===== config.mk =====
export PLATFORM = sky130hd
export DESIGN_NAME = vram_host_port_flat
export DESIGN_NICKNAME = d
export VERILOG_FILES = /design/src/rtl/vram_host_port_if.sv /design/src/rtl/vram_host_port.sv /design/src/flat_wrapper.sv
export SDC_FILE = /design/constraint.sdc
export NUM_CORES = 1
export LEC_CHECK = 0
export ABC_AREA = 1
export CAP_MARGIN = 40
export CORE_AREA = 2 2 163 165
export CTS_CLUSTER_DIAMETER = 50
export DETAILED_ROUTE_END_ITERATION = 16
export DIE_AREA = 0 0 165 167
export GPL_TIMING_DRIVEN = 1
export PLACE_DENSITY = 0.75
export SYNTH_ARGS = -nofsm -noshare
export SYNTH_HDL_FRONTEND = slang
export SYNTH_SLANG_ARGS = --single-unit

===== constraint.sdc =====
create_clock -name clk -period 3.43 [get_ports clk]
set_clock_uncertainty 0.2 [all_clocks]
set_input_delay 1.029 -clock clk [delete_from_list [all_inputs] [get_ports clk]]
set_output_delay 1.029 -clock clk [all_outputs]
set_load 0.02 [all_outputs]

===== src/rtl/vram_host_port_if.sv =====
// vram_host_port_if: host write bus from the SBC glue into the VRAM port
interface vram_host_port_if #(parameter int AW = 13, parameter int DW = 16);
  logic          host_wr_valid;
  logic          host_wr_ready;
  logic [AW-1:0] host_addr;
  logic [DW-1:0] host_wdata;
  logic [1:0]    host_be;
  modport master (output host_wr_valid, host_addr, host_wdata, host_be, input host_wr_ready);
  modport slave  (input host_wr_valid, host_addr, host_wdata, host_be, output host_wr_ready);
endinterface


===== src/rtl/vram_host_port.sv =====
// vram_host_port: shares one SRAM between display fetches (priority) and buffered host writes
module vram_host_port #(
  parameter int FIFO_DEPTH = 8,
  parameter int AW = 13,
  parameter int DW = 16,
  localparam int PW = $clog2(FIFO_DEPTH),
  localparam int LW = PW + 1
) (
  input  logic                 clk,
  input  logic                 rstn,
  vram_host_port_if.slave      host,
  input  logic [AW-1:0]        disp_addr,
  input  logic                 disp_oe,
  input  logic                 disp_rw,
  output logic [DW-1:0]        disp_data,
  output logic [LW-1:0]        fifo_level,
  output logic                 collision,
  input  logic                 clr_collision,
  output logic [AW-1:0]        sram_addr,
  output logic [DW-1:0]        sram_dq_o,
  output logic                 sram_dq_oe,
  output logic                 sram_oe_n,
  output logic                 sram_we_n,
  output logic                 sram_ub_n,
  output logic                 sram_lb_n,
  input  logic [DW-1:0]        sram_dq_i
);
  typedef enum logic [1:0] {IDLE, SETUP, STROBE} state_t;
  typedef struct packed {
    logic [AW-1:0] addr;
    logic [DW-1:0] data;
    logic [1:0]    be;
  } entry_t;
  state_t        state_q, state_d;
  entry_t        mem_q [FIFO_DEPTH];
  entry_t        mem_d [FIFO_DEPTH];
  entry_t        head;
  logic [PW-1:0] wp_q, wp_d, rp_q, rp_d;
  logic [LW-1:0] cnt_q, cnt_d;
  logic          ready_q, ready_d;
  logic          collision_q, collision_d;
  logic          fetch, empty, full, push, pop, drive;
  assign disp_data          = sram_dq_i;
  assign fifo_level         = cnt_q;
  assign collision          = collision_q;
  assign host.host_wr_ready = ready_q & ~full;
  // write FIFO bookkeeping; zero-enable entries are discarded from IDLE without an SRAM cycle
  always_comb begin
    fetch = disp_oe & disp_rw;
    head  = mem_q[rp_q];
    empty = cnt_q == '0;
    full  = cnt_q == LW'(FIFO_DEPTH);
    push  = host.host_wr_valid & host.host_wr_ready;
    pop   = (state_q == STROBE) | (state_q == IDLE & ~empty & head.be == 2'b00);
    mem_d = mem_q;
    if (push) mem_d[wp_q] = '{addr: host.host_addr, data: host.host_wdata, be: host.host_be};
    wp_d    = wp_q + PW'(push);
    rp_d    = rp_q + PW'(pop);
    cnt_d   = cnt_q + LW'(push) - LW'(pop);
    ready_d = 1'b1;
  end
  // write FSM and pin mux; a fetch owns the pins except during STROBE, where the write completes
  always_comb begin
    state_d     = state_q == IDLE  ? ((~empty & head.be != 2'b00 & ~fetch) ? SETUP : IDLE) :
                  state_q == SETUP ? (fetch ? IDLE : STROBE) : IDLE;
    drive       = state_q == STROBE | (state_q == SETUP & ~fetch);
    sram_addr   = drive ? head.addr : fetch ? disp_addr : '0;
    sram_dq_o   = drive ? head.data : '0;
    sram_dq_oe  = drive;
    sram_we_n   = state_q != STROBE;
    sram_oe_n   = ~(fetch & ~drive);
    sram_ub_n   = drive ? ~head.be[1] : ~fetch;
    sram_lb_n   = drive ? ~head.be[0] : ~fetch;
    collision_d = (fetch & state_q == STROBE) | (collision_q & ~clr_collision);
  end
  // state registers; reset drops the FIFO contents and returns the pins to idle at once
  always_ff @(posedge clk or negedge rstn) begin
    if (!rstn) begin
      state_q     <= IDLE;
      wp_q        <= '0;
      rp_q        <= '0;
      cnt_q       <= '0;
      ready_q     <= 1'b0;
      collision_q <= 1'b0;
      for (int i = 0; i < FIFO_DEPTH; i++) mem_q[i] <= '0;
    end else begin
      state_q     <= state_d;
      wp_q        <= wp_d;
      rp_q        <= rp_d;
      cnt_q       <= cnt_d;
      ready_q     <= ready_d;
      collision_q <= collision_d;
      mem_q       <= mem_d;
    end
  end
endmodule


===== src/flat_wrapper.sv =====
// flat-port wrapper written by rule: the top's interface ports become plain ports
module vram_host_port_flat 
#(
  parameter int FIFO_DEPTH = 8,
  parameter int AW = 13,
  parameter int DW = 16,
  localparam int PW = $clog2(FIFO_DEPTH),
  localparam int LW = PW + 1
)
  (clk, rstn, disp_addr, disp_oe, disp_rw, disp_data, fifo_level, collision, clr_collision, sram_addr, sram_dq_o, sram_dq_oe, sram_oe_n, sram_we_n, sram_ub_n, sram_lb_n, sram_dq_i, host_host_wr_valid, host_host_addr, host_host_wdata, host_host_be, host_host_wr_ready);
  vram_host_port_if #(.AW(AW), .DW(DW)) host_i ();
  input  logic clk;
  input  logic rstn;
  input  logic [AW-1:0] disp_addr;
  input  logic disp_oe;
  input  logic disp_rw;
  output logic [DW-1:0] disp_data;
  output logic [LW-1:0] fifo_level;
  output logic collision;
  input  logic clr_collision;
  output logic [AW-1:0] sram_addr;
  output logic [DW-1:0] sram_dq_o;
  output logic sram_dq_oe;
  output logic sram_oe_n;
  output logic sram_we_n;
  output logic sram_ub_n;
  output logic sram_lb_n;
  input  logic [DW-1:0] sram_dq_i;
  input wire logic [$bits(host_i.host_wr_valid)-1:0] host_host_wr_valid;
  input wire logic [$bits(host_i.host_addr)-1:0] host_host_addr;
  input wire logic [$bits(host_i.host_wdata)-1:0] host_host_wdata;
  input wire logic [$bits(host_i.host_be)-1:0] host_host_be;
  output wire logic [$bits(host_i.host_wr_ready)-1:0] host_host_wr_ready;
  assign host_i.host_wr_valid = host_host_wr_valid;
  assign host_i.host_addr = host_host_addr;
  assign host_i.host_wdata = host_host_wdata;
  assign host_i.host_be = host_host_be;
  assign host_host_wr_ready = host_i.host_wr_ready;
  vram_host_port #(.FIFO_DEPTH(FIFO_DEPTH), .AW(AW), .DW(DW)) u_core (.clk(clk), .rstn(rstn), .host(host_i), .disp_addr(disp_addr), .disp_oe(disp_oe), .disp_rw(disp_rw), .disp_data(disp_data), .fifo_level(fifo_level), .collision(collision), .clr_collision(clr_collision), .sram_addr(sram_addr), .sram_dq_o(sram_dq_o), .sram_dq_oe(sram_dq_oe), .sram_oe_n(sram_oe_n), .sram_we_n(sram_we_n), .sram_ub_n(sram_ub_n), .sram_lb_n(sram_lb_n), .sram_dq_i(sram_dq_i));
endmodule

==> summary.txt, run 1 <==
Finish
  – Most frequent cells in the layout: 314 x nand2_1, 259 x dfrtp_1, 222 x nor2_1
  – Cell Count, Final, Fillers Out: about 1.9k
  – Design area: around 15000 sq um
  – Ratio of cells with drive above 1 in the final layout: 14.1%
  – Nets: 1614
  – Fillers: between 2k and 2.5k
  – Most common cell after layout, fill and taps aside: nand2_1
  – Number of diodes: 0
  – Area Growth Syn to Fin: 16.6%

Worst setup path
  – Kind of critical path: in -> out
  – RR Endpoint: u_core.fifo_level[2]$_DFF_PN0_
  – Worst r2r src: u_core.rp_q[0]$_DFF_PN0_
  – Reg2Reg Depth: 14
  – Crit end category: output pin
  – Crit path DAT: between 2000 and 2500 ps
  – Startpoint Class: primary input
  – R2R Setup Slk: ~440 ps
  – Crit path required time: roughly 2200 ps
  – Crit Path Max Fanout: 7

Detailed routing
  – Starting DRT DRC Count: 991
  – Router iterations before antenna repair: 6
  – Met3 Wirelength: approximately 2300 um
  – Met2 WL: roughly 15000 um
  – Wirelength per Cell: ~17 um
  – Top Metal Used: met4
  – Post-DRT Antenna Nets: 0
  – Via count: slightly above 10k
  – Final wirelength: 32200 um
  – WL met1: approximately 14000 um
  – DRC Markers: 0
  – DR vias/cell: 5.47

Synth
  – Top_reg_cell synth: dfrtp_1
  – Synthesized area: ~13000 sq um
  – Async SR Flop Fraction: 100%
  – Post-synth EDFFs: 0
  – FF+latch count, synth: about 260
  – Syn_nets: about 1.6k
  – Mapped Cells: between 1k and 1.5k
  – Cell variety after synth: 28
  – Synth Area per Inst: 8.60 sq um
  – Yosys warning count: 0
  – Seq/Total Area, Yosys: between 50% and 60%

Timing
  – Final Max Slew Viols: 0
  – Min cycle time layout: between 3000 and 4000 ps
  – Final TNS setup: 0 ps
  – Worst-Margin Slew: 775 ps
  – Worst rel slew slack: roughly 48%
  – RSZ-0062 raised after global routing: yes
  – Final Hold Vio Count: 0
  – Max Freq: just under 0.3 GHz
  – Final period utilization: a little over nine tenths
  – Final setup fails: 0
  – Final worst-path setup slack: between 40 and 50 ps

Outcome
  – Status: finished, final reports clean

Power and ir drop
  – Leak: about 7.0 nW
  – Maximum vdd drop: between 0.5 and 0.6 mV
  – Pwr/cell area: approximately 1000 nW/um^2

Placement
  – Placed cells: about 1.8k
  – Post-place setup slack: -709 ps
  – Placed cell area: ~13000 sq um
  – # port buffers: 89
  – RePlAce Congestion: a little under 0.8
  – Dpl hpwl: 17500 um

Die
  – Num ports: 122
  – Area of the die: approximately 28000 sq um
  – Initial core utilization: 49.3%
  – Die Width: 165 um
  – Row count: around 60
  – Die H: about 170 um
  – CORE AREA: approximately 26000 sq um

Clock tree
  – Clock root buffer master: clkbuf_16
  – Cts bufs inserted: 31
  – # hold bufs at CTS: 0
  – CTS sink count: 262
  – Clk Latency, worst-skew pair: 550 ps
  – Clock buffer depth: 3
  – H-tree depth: 1
  – CTS tree: built
  – Clock Pin Slew Worst Setup and Hold Paths: 60 ps

GRT
  – Wire length of the first global-routing pass: between 50000 and 60000 um
  – GRT Overall Usage: a little under a quarter
  – Vias in the first global route: roughly 10k
  – Largest net degree at the start of global routing: 78
  – Antenna violations before repair: 0
  – Total grt overflow: 0

Worst hold path
  – Worst Hold Class: in -> async

Job
  – Number of max-cap violations: 0
-- per-layer routing --
metal  track usage [%]  vias to the layer above
li1                  -                     4967
met1              33.0                     4967
met2              36.6                      382
met3              3.04                       54
met4              5.75                        0
met5                 0                        -
-- report_power, final --
| group | total (mW) | switching (mW) | internal (mW) |
|---|---|---|---|
| clock | 3.23 | 1.29 | 1.94 |
| sequential | 5.38 | 0.810 | 4.57 |
| combinational | 6.92 | 4.12 | 2.79 |
| total | 15.5 | 6.22 | 9.30 |
-- state kept, by name, indices dropped and copies added (netlist names) --
signal,count
u_core.fifo_level,4
u_core.mem_q,248
u_core.ready_q,1
u_core.state_q,2
u_core.rp_q,3
u_core.wp_q,3
u_core.collision,1
-- critical path, cell delays in order --
cell and delay (ps):
buf_6 90, nand2_4 70, nand2_4 50, nor2_4 140, nor2_4 50, inv_2 90, buf_12 150, buf_12 150
nand2_1 60, nor2_1 90, buf_2 160
-- worst max path at each step --
stage,start,endpoint,cells past startpoint
6_report,disp_rw,sram_dq_o[6],11
5_1_grt,u_core.rp_q[0]$_DFF_PN0_,sram_dq_o[15],7
4_1_cts,u_core.rp_q[0]$_DFF_PN0_,sram_dq_o[11],7
3_5_place_dp,disp_oe,sram_dq_o[1],10
3_3_place_gp,disp_oe,sram_dq_o[1],10
2_1_floorplan,disp_oe,sram_dq_o[10],8
-- logic make-up after synthesis --
group | after synthesis | share of synthesized area, %
simple gates | 616 | 19.6
compound gates | 400 | 17.7
flops | 262 | 51.6
buf+inv | 183 | 9.66
fa+ha+maj | 11 | 1.14
xor+xnor | 4 | 0.276
other cells | 1 | 0.0295
-- area by class of cell --
type	count	area (sq um)	share of cell area, %
Sequential cell	262	6560	44.3
Multi-Input combinational cell	1032	5010	33.8
Timing Repair Buffer	142	1510	10.2
Clock buffer	41	873	5.90
Tap cell	335	419	2.83
Inverter	67	264	1.78
Clock inverter	15	156	1.06
Timing Repair inverter	1	11.3	0.0760
-- Yosys cell counts (17+ instances only) --
cell	n	share of area, %
nand2_1	322	9.5
buf_4	28	1.7
inv_1	64	1.9
o21ai_2	45	3.1
o22ai_1	17	0.84
buf_6	53	4.7
dfrtp_1	262	52
o21ai_0	112	4.4
clkbuf_1	17	0.50
nor2_1	232	6.9
nand3_1	53	2.1
o21ai_1	207	8.2
-- repair_timing --
action                                  4_1_cts  5_1_grt
pin swaps                                     3        9
buffers inserted                              3        3
endpoints found under the setup margin       33       32
gates resized for setup                     155       40
gates cloned                                  3        8
-- through the flow --
stage / total power, mW / hold slack [ps] / util, %
after CTS: 15.1 / 278 / 56.4
after global routing: 16.7 / 298 / 57.5
after floorplan: 9.78 / 250 / -
after global placement: 11.5 / 258 / 52.4
final: 15.5 / 258 / 57.5
after detailed placement: 11.7 / 262 / 52.4
Note: power is estimated with default switching activity, not from simulation.
==> run 2, diff against run 1 <==
CORE_AREA = 5 5 166 168   (was 2 2 163 165)
DIE_AREA = 0 0 171 173   (was 0 0 165 167)
SLEW_MARGIN = 20   (was unset)
==> run 2 against run 1 <==
Net effect:
- count of clock-buffer cells in the layout shrank 1
- critical endpoint is now sram_addr[9]
- core utilization shrank 0.35 points
- combinational power shrank 3.2%
- sequential cell count is the same
- clock power grew 3%
- sequential share of layout area grew 0.27 points
==> summary.txt, run 2 (synthesized netlist as in run 1, its figures left out) <==
Detailed routing
  – Via count: 10.3k (-0.45%)
  – Router iterations before antenna repair: 5 (-1)
  – Starting DRT DRC Count: 1017 (+2.6%)
  – Final wirelength: 32000 um (-0.53%)
  – DR vias/cell: 5.46 (-0.19%)
  – Post-DRT Antenna Nets: 0 (unchanged)
  – DRC Markers: 0 (unchanged)
  – Wirelength per Cell: 17.0 um (-0.26%)

GRT
  – Total grt overflow: 0 (unchanged)
  – Wire length of the first global-routing pass: 51100 um (about the same)
  – Vias in the first global route: 9856 (-0.88%)
  – Antenna violations before repair: 0 (unchanged)
  – GRT Overall Usage: 20.6% (-2.2 points)
  – Largest net degree at the start of global routing: 90 (+15%)

Worst setup path
  – Worst-path cell chain: buf_4, clkbuf_16, nor2_1, nor2_1, o21ai_0, nand3_1, nand3_1, nand2_1, buf_2
  – Kind of critical path: reg -> out
  – WP buf/inv: 3 (-2)
  – Reg2Reg Depth: 14 (unchanged)
  – Crit path required time: 2200 ps (about the same)
  – RR Endpoint: u_core.fifo_level[2]$_DFF_PN0_
  – R2R Setup Slk: 490 ps (+50 ps)
  – CP max stage delay: 570 ps (+410 ps)
  – Startpoint Class: flip-flop
  – Crit end category: output pin
  – Crit Path Max Fanout: 14 (+7)
  – Crit-path slowest cell: dfrtp_4
  – Crit path DAT: 2180 ps (+30 ps)
  – Top delay family on crit path: flip-flops
  – Worst r2r src: u_core.rp_q[0]$_DFF_PN0_

Finish
  – Ratio of cells with drive above 1 in the final layout: 13.7% (-0.40 points)
  – Most frequent cells in the layout: 316 x nand2_1, 259 x dfrtp_1, 225 x nor2_1
  – Fillers: 2250 (+0.54%)
  – Number of diodes: 0 (unchanged)
  – Most common cell after layout, fill and taps aside: nand2_1
  – Max reg flops: 248 (unchanged)
  – Cell Count, Final, Fillers Out: 1890 (-0.26%)
  – Nets: 1609 (-0.31%)
  – Final Util: 57.2% (-0.35 points)
  – Largest register by flop count: u_core.mem_q
  – Multi-input logic area: 5000 sq um (-0.30%)
  – Area Growth Syn to Fin: 15.9%
  – Register area: 6560 sq um (unchanged)

Placement
  – RePlAce Congestion: 0.778 (-0.19%)
  – # port buffers: 89 (unchanged)
  – Post-place setup slack: -709 ps (+0.0670 ps)
  – Placed cells: 1820 (-0.11%)
  – Dpl hpwl: 17900 um (+2.2%)

Clock tree
  – # hold bufs at CTS: 0 (unchanged)
  – CTS tree: built
  – Clk Latency, worst-skew pair: 550 ps (about the same)
  – Clock root buffer master: clkbuf_16
  – Cts bufs inserted: 31 (unchanged)
  – H-tree depth: 1 (unchanged)
  – CTS sink count: 262 (unchanged)
  – Clock Pin Slew Worst Setup and Hold Paths: 60 ps (about the same)
  – Clock buffer depth: 3 (unchanged)

Power and ir drop
  – Total Power: 15.4 mW (-0.76%)
  – Leak: 6.94 nW (-0.35%)
  – Maximum vdd drop: 0.509 mV (-5.1%)
  – Pwr/cell area: 1050 nW/um^2 (-0.15%)

Die
  – Die H: 173 um (+3.6%)
  – Initial core utilization: 49.3% (unchanged)
  – Num ports: 122 (unchanged)
  – Row count: 59 (unchanged)
  – CORE AREA: 25800 sq um (unchanged)
  – Area of the die: 29600 sq um (+7.4%)
  – Die Width: 171 um (+3.6%)

Worst hold path
  – Worst Hold Class: in -> async

Timing
  – Final worst-path setup slack: 22.0 ps (-24.6 ps)
  – RSZ-0062 raised after global routing: yes
  – Worst rel slew slack: 47.5% (-0.90 points)
  – Min cycle time layout: 3410 ps (+24.6 ps)
  – Final setup fails: 0 (unchanged)
  – Worst-Margin Slew: 788 ps (+13.4 ps)
  – Final Max Slew Viols: 0 (unchanged)
  – Final Hold Vio Count: 0 (unchanged)
  – Final TNS setup: 0 ps (unchanged)
  – Final period utilization: 99.4% (+0.72 points)
  – Max Freq: 0.293 GHz (-0.72%)

Job
  – Number of max-cap violations: 0 (unchanged)

Outcome
  – Status: finished, final reports clean
-- run 2: cell types whose count changed in the layout (fill, tap and decap cells not counted), sizes merged --
cell | before | now
bufinv | 2 | 3
clkdlybuf4s15 | 1 | 3
inv | 68 | 71
clkinvlp | 4 | 2
clkinv | 9 | 7
buf | 84 | 77
-- run 2: what timing repair did --
action | 4_1_cts | 5_1_grt
buffers inserted | 4 | 4
pin swaps | 3 | 13
setup endpoints to repair | 33 | 32
gates resized for setup | 156 | 25
cloned | 1 | 7
-- run 2: layout make-up --
| class | count | area share [%] |
|---|---|---|
| Clock buffer | 40 | 5.91 |
| Clock inverter | 16 | 1.26 |
| Inverter | 67 | 1.76 |
| Multi-Input combinational cell | 1032 | 33.9 |
| Sequential cell | 262 | 44.6 |
| Tap cell | 335 | 2.85 |
| Timing Repair Buffer | 138 | 9.71 |
-- run 2: where the power goes --
part	internal, mW	switching (mW)
sequential	4.57	0.811
clock	2.02	1.30
combinational	2.67	4.03
-- run 2: metrics by stage --
step	cell area [sq um]	hold WS, ps
floorplan	12700	250
CTS	14500	202
detailed placement	13500	263
global route	14700	229
finish	14700	216
global placement	13500	258
-- run 2: worst max-delay path by stage --
stage | from | to | slack, ps | cells after the start
4_1_cts | disp_rw | sram_dq_o[6] | 0.02 | 11
2_1_floorplan | disp_oe | sram_dq_o[10] | 190 | 8
3_3_place_gp | disp_oe | sram_dq_o[2] | -660 | 10
3_5_place_dp | disp_oe | sram_dq_o[15] | -710 | 10
5_1_grt | u_core.rp_q[0]$_DFF_PN0_ | sram_addr[11] | -90 | 9
6_report | u_core.rp_q[0]$_DFF_PN0_ | sram_addr[9] | 20 | 9
-- run 2: layer usage --
metal | global-route usage (%) | vias to the layer above | share of wire (%)
met5 | 0 | - | 0
met3 | 2.81 | 47 | 6.7
met1 | 29.6 | 4952 | 44
met4 | 4.42 | 0 | 1.8
li1 | - | 4949 | -
met2 | 33.7 | 375 | 48
